`src/rtl/gpr_pkg.sv`:
```
// Shared types for the GPR write-port arbiter.
// Register sizes, state enum and the write-port bundle.
package gpr_pkg;

   localparam int XLEN = 64;
   localparam int NREG = 32;
   localparam int AW   = $clog2(NREG);
   localparam int CW   = 4;

   typedef logic [AW-1:0]   gpr_addr_t;
   typedef logic [XLEN-1:0] gpr_data_t;
   typedef logic [CW-1:0]   wait_cnt_t;

   typedef enum logic {
      IDLE = 1'b0,
      LOCK = 1'b1
   } arb_state_e;

   typedef struct packed {
      logic      wen;
      gpr_addr_t waddr;
      gpr_data_t wdata;
   } gpr_wr_t;

endpackage

```
`src/rtl/gpr_starve_ctr.sv`:
```
// Saturating count of consecutive stalled dbg cycles.
// Raises boost once the count reaches MAX_WAIT.
module gpr_starve_ctr
   import gpr_pkg::*;
#(
   parameter int MAX_WAIT = 4
) (
   input  logic clk,
   input  logic rst,
   input  logic inc,
   input  logic clr,
   output logic boost
);

   localparam wait_cnt_t LIMIT = wait_cnt_t'(MAX_WAIT);
   localparam wait_cnt_t SAT   = '1;

   wait_cnt_t cnt;

   // count stalled cycles, saturating at all-ones
   always_ff @(posedge clk or negedge rst) begin
      if (!rst) begin
         cnt <= '0;
      end else if (clr) begin
         cnt <= '0;
      end else if (inc && (cnt != SAT)) begin
         cnt <= cnt + wait_cnt_t'(1);
      end
   end

   assign boost = (cnt >= LIMIT);

endmodule

```
`src/rtl/gpr_wport_arbiter.sv`:
```
// Arbitrates the single GPR write port between wb and dbg.
// wb has priority; dbg gets a starvation boost and a lock mode.
module gpr_wport_arbiter
   import gpr_pkg::*;
#(
   parameter int MAX_WAIT = 4
) (
   input  logic      clk,
   input  logic      rst,
   input  logic      wb_valid,
   output logic      wb_ready,
   input  gpr_addr_t wb_addr,
   input  gpr_data_t wb_data,
   input  logic      dbg_valid,
   output logic      dbg_ready,
   input  gpr_addr_t dbg_addr,
   input  gpr_data_t dbg_data,
   input  logic      dbg_lock,
   output logic      rf_wen,
   output gpr_addr_t rf_waddr,
   output gpr_data_t rf_wdata,
   output logic      dbg_forced,
   output logic      locked
);

   arb_state_e state;
   gpr_wr_t    wr_q;
   logic       boost;
   logic       wb_hs;
   logic       dbg_hs;
   logic       stall_inc;

   gpr_starve_ctr #(
      .MAX_WAIT (MAX_WAIT)
   ) u_starve (
      .clk   (clk),
      .rst   (rst),
      .inc   (stall_inc),
      .clr   (!stall_inc),
      .boost (boost)
   );

   // grant decision; nothing is ready while reset is held
   always_comb begin
      wb_ready   = 1'b0;
      dbg_ready  = 1'b0;
      dbg_forced = 1'b0;
      if (rst) begin
         unique case (state)
            LOCK: begin
               dbg_ready = dbg_valid;
            end
            IDLE: begin
               dbg_forced = dbg_valid && boost;
               dbg_ready  = dbg_valid && (!wb_valid || boost);
               wb_ready   = wb_valid && !dbg_ready;
            end
         endcase
      end
   end

   assign wb_hs     = wb_valid && wb_ready;
   assign dbg_hs    = dbg_valid && dbg_ready;
   assign stall_inc = dbg_valid && !dbg_ready;

   // register the winning beat; x0 writes are acked but not enabled
   always_ff @(posedge clk or negedge rst) begin
      if (!rst) begin
         wr_q <= '0;
      end else if (wb_hs) begin
         wr_q.wen   <= (wb_addr != '0);
         wr_q.waddr <= wb_addr;
         wr_q.wdata <= wb_data;
      end else if (dbg_hs) begin
         wr_q.wen   <= (dbg_addr != '0);
         wr_q.waddr <= dbg_addr;
         wr_q.wdata <= dbg_data;
      end else begin
         wr_q.wen <= 1'b0;
      end
   end

   // IDLE/LOCK state with a registered locked flag
   always_ff @(posedge clk or negedge rst) begin
      if (!rst) begin
         state  <= IDLE;
         locked <= 1'b0;
      end else begin
         unique case (state)
            IDLE: begin
               if (dbg_hs && dbg_lock) begin
                  state  <= LOCK;
                  locked <= 1'b1;
               end
            end
            LOCK: begin
               if (!dbg_lock && (dbg_hs || !dbg_valid)) begin
                  state  <= IDLE;
                  locked <= 1'b0;
               end
            end
         endcase
      end
   end

   assign rf_wen   = wr_q.wen;
   assign rf_waddr = wr_q.waddr;
   assign rf_wdata = wr_q.wdata;

endmodule

```
`config.mk`:
```
export PLATFORM = sky130hd
export DESIGN_NAME = gpr_wport_arbiter
export DESIGN_NICKNAME = d
export VERILOG_FILES = /design/src/rtl/gpr_pkg.sv /design/src/rtl/gpr_starve_ctr.sv /design/src/rtl/gpr_wport_arbiter.sv
export SDC_FILE = /design/constraint.sdc
export NUM_CORES = 1
export LEC_CHECK = 0
export BUFFER_PORTS_ARGS = -buffer_cell sky130_fd_sc_hd__buf_2
export CAP_MARGIN = 20
export CORE_ASPECT_RATIO = 1.4
export CORE_MARGIN = 3
export CORE_UTILIZATION = 49
export CTS_CLUSTER_SIZE = 12
export DETAILED_ROUTE_END_ITERATION = 8
export MAX_ROUTING_LAYER = met4
export PLACE_DENSITY = 0.78
export SYNTH_ARGS = -nofsm -noshare
export SYNTH_HDL_FRONTEND = slang
export SYNTH_SLANG_ARGS = --single-unit
export TNS_END_PERCENT = 50
```
`constraint.sdc`:
```
create_clock -name clk -period 1.9 [get_ports clk]
set_input_delay 0.095 -clock clk [delete_from_list [all_inputs] [get_ports clk]]
set_output_delay 0.095 -clock clk [all_outputs]
set_load 0.05 [all_outputs]
```
Yosys cells after proc, flatten, opt, wreduce, memory -nomap -nowiden
Cells that the tools add are included.
{"block": "word_totals", "register_bits": 76}
{"block": "classes", "add_sub_neg": 1, "order_cmp": 1, "n_eq_ne": 4, "n_mux": 17, "bitwise_logic": 1, "reduce_logical": 20}
{"op": "2-to-1 mux 70 bit", "count": 1}
{"op": "2-to-1 mux 69 bit", "count": 1}
{"op": "2-to-1 mux 1 bit", "count": 10}
{"op": "nonzero test 5 bit", "count": 2}
{"op": "logical AND 1 bit", "count": 9}
{"op": "2-to-1 mux 4 bit", "count": 2}
{"op": "case mux 1 bit (2 select lines)", "count": 3}
{"op": "logical NOT 1 bit", "count": 5}
{"op": "adder 4 x 1 -> 4 bit, second input constant", "count": 1}
{"op": ">= comparator 4 x 3 -> 1 bit, second input constant", "count": 1}
{"op": "!= test 2 bit, second input constant", "count": 2}
{"op": "!= test 4 bit, second input constant", "count": 1}
{"op": "logical OR 1 bit", "count": 2}
{"op": "!= test 2 x 1 -> 1 bit, second input constant", "count": 1}
{"op": "AND reduction 2 bit", "count": 1}
{"op": "nonzero test 2 bit", "count": 1}
{"op": "NOT 1 bit", "count": 1}

Longest topological paths before layout
{"block": "depth", "word_depth": 10, "ltp_mapped": 7}

Hierarchy
A second synthesis with hierarchy kept.
{"block": "hier_totals", "hier_cells": 287, "hier_area_um2": 3487.1}
{"module": "gpr_wport_arbiter", "instances": 1, "cells_per_inst": 266, "area_per_inst_um2": 3251.9, "seq_area_each_um2": 1801.7}
{"module": "gpr_starve_ctr", "instances": 1, "cells_per_inst": 21, "area_per_inst_um2": 235.2, "seq_area_each_um2": 100.1}

Worst setup path before layout
Ideal clock, no wire load.
{"block": "synth_timing", "path_type": "register to register", "startpoint": "reg u_starve.cnt[2]", "endpoint": "reg wr_q (netlist bit rf_wen)", "setup_ns": 0.180, "arrival_time_ns": 1.770, "path_slack_ns": -0.050, "stages_incl_launch_ff": 6, "period_less_slack_ns": 1.950, "cell_sequence": "dfrtp_1 -> buf_4 -> o21a_2 -> buf_2 -> nor2_1 -> a311oi_1"}
{"block": "synth_between", "elab_chain_len": 9, "word_cells_on_any_way": 13}
{"item": "from (decl)", "line": "gpr_starve_ctr.sv:18", "source": "wait_cnt_t cnt;"}
{"item": "from (signal assigned)", "line": "gpr_starve_ctr.sv:27", "source": "cnt <= cnt + wait_cnt_t'(1);"}
{"item": ">= comparator 4 x 3 -> 1 bit", "line": "gpr_starve_ctr.sv:31", "source": "assign boost = (cnt >= LIMIT);"}
{"item": "logical OR 1 bit", "line": "gpr_wport_arbiter.sv:55", "source": "dbg_ready = dbg_valid && (!wb_valid || boost);"}
{"item": "logical AND 1 bit", "line": "gpr_wport_arbiter.sv:55"}
{"item": "logical NOT 1 bit", "line": "gpr_wport_arbiter.sv:56", "source": "wb_ready = wb_valid && !dbg_ready;"}
{"item": "logical AND 1 bit", "line": "gpr_wport_arbiter.sv:56"}
{"item": "2-to-1 mux 1 bit", "line": "gpr_wport_arbiter.sv:49", "source": "unique case (state)"}
{"item": "2-to-1 mux 1 bit", "line": "gpr_wport_arbiter.sv:48", "source": "if (rst) begin"}
{"item": "net wb_ready", "line": "gpr_wport_arbiter.sv:11", "source": "output logic wb_ready,"}
{"item": "logical AND 1 bit", "line": "gpr_wport_arbiter.sv:62", "source": "assign wb_hs = wb_valid && wb_ready;"}
{"item": "2-to-1 mux 70 bit", "line": "gpr_wport_arbiter.sv:70", "source": "end else if (wb_hs) begin"}
{"item": "to (decl)", "line": "gpr_wport_arbiter.sv:27", "source": "gpr_wr_t wr_q;"}
The timed path passes the listed nets, and every way through them passes these cells.
A chain may end at the register's enable or synchronous reset.

Final worst setup path
{"block": "layout_timing", "startpoint": "reg state", "endpoint": "out dbg_ready"}
{"block": "layout_between", "elab_chain_len": 3}
{"item": "from (decl)", "line": "gpr_wport_arbiter.sv:26", "source": "arb_state_e state;"}
{"item": "from (signal assigned)", "line": "gpr_wport_arbiter.sv:86", "source": "state <= IDLE;"}
{"item": "from (signal assigned)", "line": "gpr_wport_arbiter.sv:92", "source": "state <= LOCK;"}
{"item": "from (signal assigned)", "line": "gpr_wport_arbiter.sv:98", "source": "state <= IDLE;"}
{"item": "NOT 1 bit"}
{"item": "case mux 1 bit (2 select lines) (*)", "line": "gpr_wport_arbiter.sv:49"}
{"item": "2-to-1 mux 1 bit (*)", "line": "gpr_wport_arbiter.sv:48"}
{"item": "to (decl)", "line": "gpr_wport_arbiter.sv:15", "source": "output logic dbg_ready,"}
Mark *: on every way between the ends. The rest lies on a longest branch, timed or not.

==> metrics.md <==
| Metric | Value |
|---|---|
| Via count | 5,379 |
| Pins over their slew limit | 0 |
| H-tree depth | 3 |
| Die width | 91.60 microns |
| Rel. slew slack | 58.82% |
| Worst Tran Pin Value | 0.6156 ns |
| Unrepaired setup endpoints after global routing | yes |
| Setup CP Type | reg2out |
| CTS tree | done |
| Pint | 3917 uW |
| Post-synth EDFFs | 0 |
| Die Y | 125.8 microns |
| First-pass DRT Iterations | 7 |
| Post-Syn Instances | 539 |
| Psw | 2458 uW |
| Post-synthesis compound-gate area fraction | 32.26% |
| First-pass GRT wire length | 26.23 mm |
| Final WS setup | 0.05964 ns |
| Seq/Total Area, Yosys | 37.84% |
| Mapped Nets | 683 |
| Origin of the critical flop-to-flop path | u_starve.cnt[2]$_DFFE_PN0P_ |
| Synth Area in Adders | 0.2489% |
| Synth area leader | dfrtp_1 |
| Post-Place Cells | 834 |
| Setup crit start kind | register |
| Post-synthesis cell area | 5026 sq um |
| Clk_skew | 0.007953 ns |
| Primary FF master, synth | dfrtp_1 |
| Reg2Reg Setup Slack | 0.17 ns |
| Diode count | 0 |
| Die area | 11,530 sq um |
| Hold Path Class | in2reg |
| Logic pwr share | 36.3% |
| Via density | 6.284 |
| Path depth of the worst reg2reg path | 4 |
| Synthesized flop and latch total | 76 |
| Clock sink total | 76 |
| Worst Setup SP | state$_DFF_PN0_ |
| Peak supply drop | 598.4 uV |
| Synth top area share | 37.84% |
| Total gr overflow | 0 |
| DP Area | 6151 sq um |
| Static Leakage | 0.003364 uW |
| Routed WL per cell | 19.33 microns |
| Pwr dens | 968.9 nW/um^2 |
| Site Rows | 43 |
| Vias in the first global route | 5,174 |
| Multiplexer share of the synthesized area | 0.1992% |
| Setup violators final | 0 |
| Unique masters post-synth | 35 |
| I/O pins | 217 |
| Layout Nets | 860 |
| # fillers | 820 |
| DRT antenna net count | 0 |
| Worst-case clock buffer depth | 2 |
| Fraction of layout cells with a size suffix above 1 | 37.86% |
| Status | completed |
| Final Hold Vio Count | 0 |
| Syn_area_per_cell | 9.325 sq um |
| Worst-Skew Late Latency | 0.33 ns |
| Largest family of logic cells by synthesized area | compound AO/OA/AOI/OAI gates |
| Setup bufs post-CTS | 0 |
| Worst path arrival time | 1.75 ns |
| Simple-gate portion of the synthesized area | 16.36% |
| Post-Route Utilization | 66.11% |
| CTS Root Cell | clkbuf_16 |
| DR iter-0 viols | 432 |
| Worst slack, placed | 0.2224 ns |
| Fin cells | 856 |
| Top area cells in the synthesized netlist | dfrtp_1 (38%), and4b_1 (14%), a22oi_1 (10%), a221oi_1 (10%), o21ai_0 (7.0%) |
| XOR/XNOR Fraction of Synth Area | 0.1743% |
| GPL Wtd Cong | 0.8374 |
| Crit-path max FO | 25 |
| Num CTS Buffers | 9 |
| Critical Path End Type | output pin |
| Multi-input logic area | 2485 sq um |
| Final worst path period need | 1.840 ns |
| Share of synthesized registers carrying an async set or reset | 100.0% |
| R2r endpoint | rf_wdata[26]$_DFFE_PN0P_ |
| Largest net degree at the start of global routing | 71 |
| Total Wirelength | 16.55 mm |
| Top-count cell post-synth | dfrtp_1 |
| Sequential Area | 1903 sq um |
| Initial antenna violation count | 0 |
| Gr usage total | 28.67% |
| FMAX | 543.4 MHz |
| Clk pwr share | 31.6% |
| Post-DP HPWL | 11.12 mm |
| End of the critical path | dbg_ready |
| DRC | 0 |
| CP Data Required Time | 1.80 ns |
| Fin crit share | 96.86% |
| Final Cell Area | 6580 sq um |
| Commonest cells post-synth | dfrtp_1 (76), inv_1 (72), a22oi_1 (70), o21ai_0 (70), and4b_1 (69) |
| Layout area overhead | 30.92% |
| Synth Warn # | 0 |
| Max cap viols | 0 |
| Sequential Power Share | 32.0% |
| Clock transition at the registers of the reported paths | 0.06 ns |
| Initial core utilization | 50.50% |
| Number of buffers added on ports | 216 |
| Switching share of power | 38.55% |
| Core footprint | 9953 sq um |
==> cells in the final DEF (no fill, tap or decap), drive strengths merged <==
master	Yosys	routed
a221oi	69	69
a22oi	70	70
a311oi	2	2
a31oi	1	1
and4b	69	69
buf	32	237
bufinv	0	3
clkbuf	45	13
clkinv	0	1
dfrtp	76	76
dlygate4sd3	0	4
dlymetal6s4s	0	1
ha	1	1
inv	74	74
mux2i	1	1
nand2	2	2
nand2b	1	1
nand3	2	2
nand3b	1	1
nor2	7	7
nor2b	1	1
nor3	4	4
nor3b	1	1
nor4b	1	1
o211ai	1	1
o21a	1	1
o21ai	73	73
o311ai	1	1
or2	1	1
or4	1	1
xnor2	1	1
==> critical path, stage by stage, from the launching register on <==
cell and delay, ns:
dfrtp_2 0.46, buf_6 0.23, nor4b_4 0.07, or2_2 0.33, inv_1 0.09, clkbuf_4 0.23
==> final cells by class <==
| type | count | share of cell area [%] |
|---|---|---|
| timing repair buffer | 243 | 21.18 |
| tap | 135 | 2.567 |
| sequential | 76 | 28.92 |
| clock inverter | 4 | 1.445 |
| multi-input combinational | 312 | 37.76 |
| inverter | 74 | 4.221 |
| clock buffer | 12 | 3.898 |
==> layer usage <==
layer | global-route usage, % | routed length, microns
met1 | 36.68 | 6510
met2 | 46.15 | 8195
met3 | 4.122 | 1328
met4 | 10.66 | 513
met5 | - | 0
==> what timing repair did <==
| item | 4_1_cts | 5_1_grt |
|---|---|---|
| hold endpoints to repair | 76 | 0 |
| hold buffers | 5 | 0 |
| resized for setup | 1 | 3 |
| pin swaps | 0 | 1 |
| endpoints found under the setup margin | 1 | 3 |
==> through the flow <==
stage,hold WS [ns],total power [uW],TNS [ns]
after global routing,0.02396,6639,-0.03348
after detailed placement,-0.002654,4359,0
after global placement,-0.001256,4308,0
final,0.02137,6375,0
after CTS,0.01231,6392,0
after floorplan,-0.2006,3701,0
==> registers in the layout, summed over array words and instances (netlist names) <==
| register | flops |
|---|---|
| rf_wen | 1 |
| state | 1 |
| rf_wdata | 64 |
| u_starve.cnt | 4 |
| locked | 1 |
| rf_waddr | 5 |
==> worst min-delay path by stage <==
stage / from / to / slack [ns] / cells past startpoint
3_3_place_gp: rst / rf_wdata[38]$_DFFE_PN0P_ / -0.001 / 1
5_1_grt: dbg_data[45] / rf_wdata[45]$_DFFE_PN0P_ / 0.02 / 3
3_5_place_dp: rst / rf_wdata[35]$_DFFE_PN0P_ / -0.003 / 1
4_1_cts: dbg_data[48] / rf_wdata[48]$_DFFE_PN0P_ / 0.01 / 3
6_report: dbg_data[48] / rf_wdata[48]$_DFFE_PN0P_ / 0.02 / 3
2_1_floorplan: rst / locked$_DFFE_PN0P_ / -0.20 / 0
==> cells by family after synthesis <==
kind of cell / after synthesis
AOI/OAI and AO/OA: 218
xor gates and xnor gates: 1
adders and majority gates: 1
buffers and inverters: 151
DFF: 76
muxes: 1
and+or+nand+nor: 91
==> power by group through the flow <==
| stage | logic (uW) | clock network (uW) | registers (uW) |
|---|---|---|---|
| 3_3_place_gp | 2250 | 0 | 2050 |
| 4_1_cts | 2310 | 2040 | 2040 |
| 5_1_grt | 2460 | 2110 | 2070 |
| 3_5_place_dp | 2290 | 0 | 2070 |
| 2_1_floorplan | 758 | 0 | 2940 |
| 6_report | 2320 | 2020 | 2040 |
Power figures use the tool's default switching activity.
